### src/rtl/chime_alarm_gen.sv
// chime_alarm_gen: hourly pip chime plus daily alarm, producing a registered
// square-wave tone for the speaker driver.
//
// Handshake/timing contract: inputs are sampled every CP, but decisions are
// taken only on SEC_TICK cycles (TIME_* already hold the new second). The
// action takes effect on the next CP and holds until the next SEC_TICK.
// ALM_STOP / ALM_EN=0 cancel the alarm on any cycle, one CP later.
module chime_alarm_gen #(
    parameter int CLK_HZ    = 1_000_000,
    parameter int LOW_HZ    = 500,
    parameter int HIGH_HZ   = 1000,
    parameter int N_PIPS    = 4,
    parameter int ALARM_SEC = 60
) (
    input  logic       CP,
    input  logic       nCR,
    input  logic       SEC_TICK,
    input  logic [7:0] TIME_H,
    input  logic [7:0] TIME_M,
    input  logic [7:0] TIME_S,
    input  logic       CHIME_EN,
    input  logic       ALM_EN,
    input  logic [7:0] ALM_H,
    input  logic [7:0] ALM_M,
    input  logic       ALM_STOP,
    output logic       AUDIO,
    output logic       PIP,
    output logic       ALARM_ON
);

    // Tone divider sizing: the counter runs 0..half-1 and toggles AUDIO on wrap.
    localparam int LO_HALF  = CLK_HZ / (2 * LOW_HZ);
    localparam int HI_HALF  = CLK_HZ / (2 * HIGH_HZ);
    localparam int MAX_HALF = (LO_HALF > HI_HALF) ? LO_HALF : HI_HALF;
    localparam int DIV_W    = (MAX_HALF > 1) ? $clog2(MAX_HALF) : 1;

    localparam logic [DIV_W-1:0] LO_TOP = DIV_W'(LO_HALF - 1);
    localparam logic [DIV_W-1:0] HI_TOP = DIV_W'(HI_HALF - 1);

    // Earliest pip second (binary); pips sit on odd seconds up to 59.
    localparam logic [7:0] PIP_FIRST = 8'(59 - 2 * (N_PIPS - 1));
    // Remaining-seconds value loaded when the alarm starts.
    localparam logic [7:0] ALM_LOAD  = 8'(ALARM_SEC - 1);

    typedef enum logic [1:0] {
        IDLE  = 2'd0,
        A_SND = 2'd1,
        A_SIL = 2'd2
    } alm_state_e;

    alm_state_e        state_q, state_d;
    logic [7:0]        cnt_q, cnt_d;
    logic              pip_q, pip_d;
    logic              pip_hi_q, pip_hi_d;
    logic [DIV_W-1:0]  div_q, div_d;
    logic              audio_q, audio_d;

    logic [7:0]        sec_bin;
    logic              pip_hit;
    logic              pip_top;
    logic              alm_match;
    logic              alm_cancel;
    logic              snd_d;
    logic [DIV_W-1:0]  half_top;

    // Decode the BCD second and the per-tick trigger conditions.
    always_comb begin
        sec_bin    = ({4'd0, TIME_S[7:4]} * 8'd10) + {4'd0, TIME_S[3:0]};
        pip_hit    = CHIME_EN && (TIME_M == 8'h59) && (TIME_S[3:0] <= 4'd9) &&
                     sec_bin[0] && (sec_bin >= PIP_FIRST) && (sec_bin <= 8'd59);
        pip_top    = (TIME_S == 8'h59);
        alm_match  = ALM_EN && (TIME_H == ALM_H) && (TIME_M == ALM_M) &&
                     (TIME_S == 8'h00);
        alm_cancel = ALM_STOP || !ALM_EN;
    end

    // Next-state logic: pip latch per second, alarm FSM, tone divider.
    always_comb begin
        state_d  = state_q;
        cnt_d    = cnt_q;
        pip_d    = pip_q;
        pip_hi_d = pip_hi_q;
        div_d    = div_q;
        audio_d  = audio_q;

        if (SEC_TICK) begin
            pip_d    = pip_hit;
            pip_hi_d = pip_top;
        end

        // Cancel wins over both the trigger and the per-second advance.
        if (alm_cancel) begin
            state_d = IDLE;
            cnt_d   = '0;
        end else if (SEC_TICK) begin
            case (state_q)
                IDLE: begin
                    if (alm_match) begin
                        state_d = A_SND;
                        cnt_d   = ALM_LOAD;
                    end
                end
                A_SND, A_SIL: begin
                    if (cnt_q == 8'd0) begin
                        state_d = IDLE;
                    end else begin
                        cnt_d   = cnt_q - 8'd1;
                        state_d = (state_q == A_SND) ? A_SIL : A_SND;
                    end
                end
                default: state_d = IDLE;
            endcase
        end

        // A pip owns the speaker; otherwise the alarm's sounding second does.
        snd_d    = pip_d || (state_d == A_SND);
        half_top = (pip_d && !pip_hi_d) ? LO_TOP : HI_TOP;

        if (SEC_TICK || !snd_d) begin
            div_d   = '0;
            audio_d = 1'b0;
        end else if (div_q == half_top) begin
            div_d   = '0;
            audio_d = ~audio_q;
        end else begin
            div_d   = div_q + DIV_W'(1);
            audio_d = audio_q;
        end
    end

    // State and output registers.
    always_ff @(posedge CP or negedge nCR) begin
        if (!nCR) begin
            state_q  <= IDLE;
            cnt_q    <= '0;
            pip_q    <= 1'b0;
            pip_hi_q <= 1'b0;
            div_q    <= '0;
            audio_q  <= 1'b0;
        end else begin
            state_q  <= state_d;
            cnt_q    <= cnt_d;
            pip_q    <= pip_d;
            pip_hi_q <= pip_hi_d;
            div_q    <= div_d;
            audio_q  <= audio_d;
        end
    end

    assign AUDIO    = audio_q;
    assign PIP      = pip_q;
    assign ALARM_ON = (state_q != IDLE);

endmodule

### config.mk
export PLATFORM = sky130hd
export DESIGN_NAME = chime_alarm_gen
export DESIGN_NICKNAME = d
export VERILOG_FILES = /design/src/rtl/chime_alarm_gen.sv
export SDC_FILE = /design/constraint.sdc
export NUM_CORES = 1
export LEC_CHECK = 0
export BUFFER_PORTS_ARGS = -buffer_cell sky130_fd_sc_hd__buf_4
export CORE_ASPECT_RATIO = 0.75
export CORE_MARGIN = 2
export CORE_UTILIZATION = 30
export CTS_CLUSTER_DIAMETER = 80
export DETAILED_ROUTE_END_ITERATION = 10
export MAX_ROUTING_LAYER = met4
export REMOVE_ABC_BUFFERS = 1
export SLEW_MARGIN = 5
export SYNTH_ARGS = -nofsm -noshare
export SYNTH_HDL_FRONTEND = slang
export SYNTH_SLANG_ARGS = --single-unit
### constraint.sdc
create_clock -name CP -period 2.9 [get_ports CP]
set_clock_uncertainty 0.1 [all_clocks]
set_input_delay 0.145 -clock CP [delete_from_list [all_inputs] [get_ports CP]]
set_output_delay 0.145 -clock CP [all_outputs]
set_load 0.05 [all_outputs]
# == Word level (Yosys, flattened, before mapping) ==
# Cells that the tools add are included.
# totals
register_bits,23
input_bits,46
output_inout_bits,3
# op_classes
addsub,3
multipliers,1
magnitude_cmp,3
eq_ne,10
muxes,18
bitwise,1
n_reduce_logical,24
# ops
operator,count
$mux W8,4
$mux W10,3
$eq A8 B7 Y1 const B,2
$eq A8 B8 Y1,2
$logic_not A8 Y1,2
$pmux W8 S2,1
$add A10 B1 Y10 const B,1
$eq A10 B10 Y1,1
$mux W2,5
$logic_and A1 B1 Y1,9
$add A8 B4 Y8,1
$ge A8 B6 Y1 const B,1
$le A8 B6 Y1 const B,1
$sub A8 B1 Y8 const B,1
$mul A4 B3 Y7 const B,1
$ne A3 B3 Y1 const B,2
$reduce_bool A2 Y1,3
$eq A2 B1 Y1 const B,2
$le A4 B4 Y1 const B,1
$mux W1,4
$pmux W2 S2,1
$reduce_and A4 Y1,1
$logic_not A1 Y1,3
$logic_or A1 B1 Y1,3
5 further kinds,5

# == Depth between registers and ports, before layout ==
# Gate-level depths: netlist of the first run.
# depth
depth_word,13
ltp_mapped,10
ltp_nobuf,10

# == Least setup slack after synthesis of the first run ==
# Ideal clock, no wire load.
# synth_path
path_kind,in2reg
start,in TIME_S[5]
end,reg audio_q (netlist: AUDIO)
setup_time_ns,0.120
arrival_ns,2.320
slack_ns,0.361
path_stages,9
cell_sequence,ha_1 -> ha_1 -> fa_1 -> o2111ai_1 -> a2111oi_4 -> and4_1 -> o31ai_4 -> xnor2_1 -> and3_1
# synth_via
elab_chain_len,11
elab_cells_between_ends,25
cone_classes,1 x add/sub; 1 x mul; 2 x order compare; 3 x eq/ne; 8 x mux; 10 x reduce/logical
# synth_rtl
element,line,rtl
from (decl),20,"input logic [7:0] TIME_S,"
branches (longest 11 deep; another with $add A8 B4 Y8),n/a,
to (signal assigned),146,audio_q <= audio_d;
to (decl),56,"logic audio_q, audio_d;"
# Several ways; the timed one is not identified.
# A chain may end at the register's enable or synchronous reset.

# == Worst setup path in the final report of the first run ==
# layout_path
start,reg state_q[0]
end,reg div_q[4]
# layout_via
elab_chain_len,11
elab_cells_between_ends,15
cone_classes,3 x eq/ne; 7 x mux; 5 x reduce/logical
# layout_rtl
element,line,rtl
from (decl),51,"alm_state_e state_q, state_d;"
from (signal assigned),141,state_q <= state_d;
$eq A2 B1 Y1,"96, 108",
$mux W2,108,state_d = (state_q == A_SND) ? A_SIL : A_SND;
$mux W2,104,if (cnt_q == 8'd0) begin
$pmux W2 S2,96,case (state_q)
$mux W2 *,95,end else if (SEC_TICK) begin
$mux W2 *,92,if (alm_cancel) begin
via state_d[0],51,
$eq A2 B1 Y1 *,116,snd_d = pip_d || (state_d == A_SND);
$logic_or A1 B1 Y1 *,116,
$logic_not A1 Y1 *,119,if (SEC_TICK || !snd_d) begin
$logic_or A1 B1 Y1 *,119,
$mux W10 *,119,
via div_d[4],55,"logic [DIV_W-1:0] div_q, div_d;"
to (signal assigned),145,div_q <= div_d;
to (decl),55,
# Mark *: on every way through the listed nets, which the timed path passes. The rest lies on a longest branch.

==> impl_metrics.json, run 1 <==
{
  "seq_area_frac_synth_pct": 30.9,
  "dieWidth_um": 95.0,
  "drv_cap": 0,
  "cts.sinks": 23,
  "grt_pass1_wl_mm": 7.65,
  "overflow": 0,
  "seq_power_share_pct": 47.6,
  "ys_ff_latch": 23,
  "fmax_mhz": 379,
  "synth_edf_count": 0,
  "dp.final_hpwl_mm": 3.52,
  "drt-total-wl_mm": 4.39,
  "synth_top_area_share_pct": 30.9,
  "slew_headroom_pct": 63.0,
  "die_height_um": 72.3,
  "drv_slew": 0,
  "synth_top_area_cell": "dfrtp_1",
  "vias": 1616,
  "gr-usage-all-layers_pct": 14.4,
  "final_nets": 311,
  "critical_path_class": "reg -> reg",
  "final_common_cell": "buf_4",
  "async_flop_share_pct": 100,
  "period_needed_ns": 2.64,
  "crit_required_ns": 3.00,
  "setup_viol": 0,
  "final_hold_viol_count": 0,
  "start_kind": "register",
  "clkLatencyLatePin_ns": 0.27,
  "ant_nets": 0,
  "p_int_uw": 497,
  "antenna_found_initial": 0,
  "dr.first_iter.drc_count": 50,
  "antenna_cells": 0,
  "fin_crit_sh_pct": 91.1,
  "p_leak_uw": 0.00103,
  "tightest_slew_ns": 0.550,
  "post_cts_resized": 0,
  "synth_cell_type_count": 51,
  "final-seq-area_um2": 576,
  "drc": 0,
  "cts-buffers-inserted": 3,
  "p_clk_share_pct": 30.0,
  "p_sw_uw": 176,
  "combinationalPowerShare_pct": 22.4,
  "gp_congestion": 0.821,
  "final.setup.tns_ns": 0,
  "worstPathArrival_ns": 2.74,
  "critPathCaptureType": "register",
  "drive_above_1_share_pct": 24.5,
  "grt_pass1_vias": 1597,
  "p_per_area_nw_per_um2": 286,
  "clk_pin_slew_ns": 0.09,
  "cts_tree": "done",
  "core_area_um2": 5920,
  "dp_cells": 322,
  "design.die.area_um2": 6870,
  "synth.avg_cell_area_um2": 9.37,
  "ctsHtreeMaxLevel": 1,
  "drtPass1Iterations": 4,
  "synth_area_leaders": "dfrtp_1, xor2_1, ha_1, nor2_1, o21ai_0",
  "cp_max_fo": 10,
  "vias_per_cell": 4.94,
  "areaGrowthSynthToFinish_pct": 26.1,
  "wire_per_inst_um": 13.4,
  "n_fill_cell": 612,
  "clock_path_buffers": 2,
  "rows": 24,
  "placement.io_buffers": 48,
  "finalNonFillerCells": 327,
  "grt_max_degree": 24,
  "start_util_pct": 31.5,
  "multi_input_area_um2": 1210,
  "yosys_warnings": 0,
  "synthesis.area_um2": 1860,
  "num_io_pins": 49,
  "fin_util_pct": 39.7,
  "rsz0062_at_grt": "false",
  "sw_frac_of_total_pct": 26.2,
  "hp-class": "in -> reg",
  "cts-root-buf": "clkbuf_8",
  "syn_inst": 199,
  "synth_ff_type": "dfrtp_1",
  "ir_worst_vdd_uv": 120,
  "status": "completed",
  "final_cell_mix": "buf_4, dfrtp_1, xor2_1"
}
==> path summary, 6_finish.rpt <==
check	cells past startpoint	end	startpoint	slack (ns)
worst min register to register	1	div_q[0]	div_q[0]	0.39
max in group asynchronous	2	cnt_q[6]	nCR	2.26
worst max-delay path	9	div_q[4]	state_q[0]	0.26
worst max register to register	9	div_q[4]	state_q[0]	0.26
worst min-delay path	4	cnt_q[0]	ALM_STOP	0.15
min in group asynchronous	2	div_q[8]	nCR	0.20
==> sequential cells by signal, summed over array words and instances, names as in the netlist <==
signal    flops
cnt_q         8
PIP           1
div_q        10
state_q       2
pip_hi_q      1
AUDIO         1
==> area by class of cell <==
| class | instances | share of cell area [%] |
|---|---|---|
| Multi-Input combinational cell | 159 | 51.4 |
| Inverter | 14 | 2.24 |
| Sequential cell | 23 | 24.5 |
| Clock inverter | 1 | 0.213 |
| Tap cell | 78 | 4.15 |
| Clock buffer | 3 | 1.76 |
| Timing Repair Buffer | 49 | 15.8 |
==> logic make-up after synthesis <==
family | after synthesis | synth area share, %
AOI/OAI and AO/OA | 39 | 16.5
DFF | 23 | 30.9
muxes | 1 | 0.537
and+or+nand+nor | 78 | 24.7
adders and majority gates | 15 | 10.9
buffers and inverters | 17 | 4.29
xor gates and xnor gates | 26 | 12.2
==> cells in the mapped netlist (2+ instances only) <==
master    number
nand2_1        6
a311oi_1       2
nand4_1        4
nand2b_1       7
fa_1           2
xor2_1        21
nor3b_1        5
xnor2_1        5
inv_1         14
and4_1         4
a21oi_1        5
nor2b_1        4
a31oi_1        3
and3_1         3
nand3_1        8
nor2_1        15
nor3_1         4
o21ai_0       11
nor4_1         6
dfrtp_1       23
ha_1          13
buf_6          2
a32o_1         3
nand3b_1       2
==> worst max-delay path, cell delays in order (launching register included) <==
cell,delay (ns)
dfrtp_1,0.42
inv_1,0.07
ha_1,0.42
inv_1,0.14
or4_1,0.48
a2bb2oi_1,0.15
o22ai_2,0.20
a221o_1,0.20
nand3_2,0.20
nor2_1,0.17
==> what timing repair did <==
action,in CTS,in global routing
buffers inserted,0,0
hold buffers,1,0
hold endpoints to repair,23,0
==> layer usage <==
layer  vias up  share of wire [%]  global-route usage [%]
met5         -                  0                       -
met4         0               0.55                    3.06
met3         4                2.4                    3.12
met2        16                 42                    19.9
met1       770                 55                    21.4
li1        826                  -                       -
==> power groups by stage <==
stage | Clock (uW) | Sequential [uW] | Combinational [uW]
detailed placement | 0 | 327 | 149
global placement | 0 | 327 | 148
CTS | 210 | 320 | 151
finish | 202 | 320 | 151
floorplan | 0 | 327 | 69.0
global route | 226 | 321 | 168
==> stage by stage <==
stage	worst slack [ns]	power [uW]	hold WS (ns)	area, um2
floorplan	0.361	396	-0.251	1840
global placement	0.101	474	-0.0423	2290
detailed placement	-0.00773	476	-0.0401	2290
CTS	0.274	682	0.146	2350
global route	0.0915	715	0.157	2350
finish	0.259	674	0.152	2350
Power figures use the tool's default switching activity.
==> inputs of run 2 (changes only) <==
ABC_AREA = 1   (was default)
==> run 2 against run 1 <==
Total power up 11%. Final area increased by 9.4%. Clock power barely moved. Register-to-register slack improved by 0.40 ns. Area after synthesis grew 11%. Flip-flop and latch count unchanged. Fmax grew 14%. Combinational power up 41%. Global-route usage is 0.54 points lower. Critical path type is now in -> reg.
==> impl_metrics.json, run 2 <==
{
  "ant_nets": 0,
  "setup_viol": 0,
  "drv_slew": 0,
  "synthesis.area_um2": 2070,
  "clkLatencyLatePin_ns": 0.27,
  "clock_path_buffers": 2,
  "critPathCaptureType": "register",
  "synth_xor_area_share_pct": 3.38,
  "status": "completed",
  "period_needed_ns": 2.31,
  "syn_inst": 326,
  "synth-compound-area-share_pct": 8.40,
  "synth_top_area_share_pct": 27.8,
  "crit_required_ns": 2.96,
  "wire_per_inst_um": 10.2,
  "worstPathArrival_ns": 2.37,
  "rsz0062_at_grt": "false",
  "synth_area_leaders": "dfrtp_1, nand2_1, inv_1, ha_1, nor2_1",
  "final_cell_mix": "nand2_1, inv_1, buf_4",
  "start_kind": "input pin",
  "async_flop_share_pct": 100,
  "top_register": "div_q",
  "ir_worst_vdd_uv": 195,
  "synth_top_area_cell": "dfrtp_1",
  "ys_ff_latch": 23,
  "final_common_cell": "nand2_1",
  "cpPeakStageDelay_ns": 0.37,
  "hold_buffers": 1,
  "p_leak_uw": 0.00141,
  "dp.final_hpwl_mm": 3.86,
  "num_io_pins": 49,
  "synth_common_cells": "nand2_1, inv_1, nor2_1, dfrtp_1, nand3_1",
  "vias": 1997,
  "gp_congestion": 0.822,
  "path_cells": "buf_4, ha_1, ha_1, fa_1, xnor2_1, nand2_1, a211oi_1, nand3_1, nand2_2, nand3_1, nand2_1, nand3_2, nand3b_1, nor2_2",
  "top_regs": "div_q x10, cnt_q x8, state_q x2",
  "hp-class": "in -> reg",
  "overflow": 0,
  "synth.avg_cell_area_um2": 6.35,
  "largest_reg_flops": 10,
  "dieWidth_um": 99.9,
  "cp_max_fo": 11,
  "cts_tree": "done",
  "critical_path_class": "in -> reg",
  "hold_slack_ns": 0.0693,
  "antenna_cells": 0,
  "tightest_slew_ns": 0.356,
  "clk_pin_slew_ns": 0.09,
  "slew_headroom_pct": 76.2,
  "synth_ff_type": "dfrtp_1",
  "cts.sinks": 23,
  "yosys_warnings": 0,
  "antenna_found_initial": 0,
  "synthMuxAreaShare_pct": 0,
  "drt-total-wl_mm": 4.69,
  "final.setup.tns_ns": 0,
  "p_per_area_nw_per_um2": 292,
  "drv_cap": 0,
  "placement.io_buffers": 48,
  "seq_area_frac_synth_pct": 27.8,
  "synth_top_family_by_area": "simple AND/OR/NAND/NOR gates",
  "cts-root-buf": "clkbuf_8",
  "post_cts_resized": 0,
  "gr-usage-all-layers_pct": 13.8,
  "dr.first_iter.drc_count": 92,
  "drc": 0,
  "rows": 26,
  "grt_max_degree": 24,
  "drtPass1Iterations": 4,
  "final_nets": 439,
  "synth_cell_type_count": 29,
  "drive_above_1_share_pct": 18.8,
  "die_height_um": 76.0,
  "synth-simple-area-share_pct": 37.2,
  "yosysMostFrequentCell": "nand2_1",
  "grt_pass1_vias": 1966,
  "areaGrowthSynthToFinish_pct": 24.2,
  "ctsHtreeMaxLevel": 1,
  "fmax_mhz": 433,
  "fin_crit_sh_pct": 79.6,
  "synth_fa_ha_area_share_pct": 9.79,
  "vias_per_cell": 4.33,
  "core_area_um2": 6730,
  "post_cts_buffers": 0,
  "final_hold_viol_count": 0,
  "synth_edf_count": 0,
  "grt_pass1_wl_mm": 8.64,
  "start_util_pct": 30.8,
  "cp_slowest_cell": "fa_1",
  "design.die.area_um2": 7590,
  "cts-buffers-inserted": 3
}
## run 2: worst paths after layout
path,startpoint,end,slack (ns),cells after the start
hold reg to reg,div_q[0],div_q[0],0.46,3
hold / removal,SEC_TICK,state_q[1],0.07,4
max in group asynchronous,nCR,div_q[6],2.25,2
min in group asynchronous,nCR,state_q[1],0.20,2
setup reg to reg,state_q[1],cnt_q[2],0.66,10
setup / recovery,TIME_S[5],div_q[5],0.59,14
## run 2: area by class of cell
cell class,count,area [um2]
clock buffers,3,41.3
well taps,84,105
multi-input cells,233,1220
clock inverters,1,5.00
fillers,754,4160
repair buffers,50,378
flip-flops and latches,23,576
inverters,67,251
## run 2: per-layer routing
layer	global-route usage, %	wire length (um)
met1	19.0	2480
met4	1.23	15
met3	2.58	151
met2	22.2	2040
met5	-	0
## run 2: logic make-up (layout without fill, tap and decap cells)
family | after synthesis | after routing
buf+inv | 70 | 121
fa+ha+maj | 15 | 15
xor+xnor | 8 | 8
compound gates | 31 | 31
flops | 23 | 23
simple gates | 179 | 179
## run 2: metrics by stage
| stage | util, % | cell area [um2] | std cells | power [uW] | setup slack (ns) |
|---|---|---|---|---|---|
| 2_1_floorplan | - | 2040 | 323 | 459 | 0.658 |
| 3_3_place_gp | 37.4 | 2520 | 456 | 547 | 0.320 |
| 3_5_place_dp | 37.4 | 2520 | 456 | 552 | 0.286 |
| 4_1_cts | 38.2 | 2570 | 461 | 763 | 0.581 |
| 5_1_grt | 38.2 | 2570 | 461 | 812 | 0.284 |
| 6_report | 38.2 | 2570 | 461 | 751 | 0.592 |
## run 2: critical path, delay by kind of cell
family          cells  cell delay (ns)
buf+inv             1             0.12
xor+xnor            1             0.15
compound gates      1             0.16
fa+ha+maj           3             0.87
simple gates        8             0.91
## run 2: report_power, final
| group | total, uW | internal [uW] | switching (uW) |
|---|---|---|---|
| Clock | 205 | 96.0 | 109 |
| Combinational | 213 | 96.4 | 116 |
| Sequential | 333 | 328 | 5.02 |
| Total | 751 | 520 | 230 |
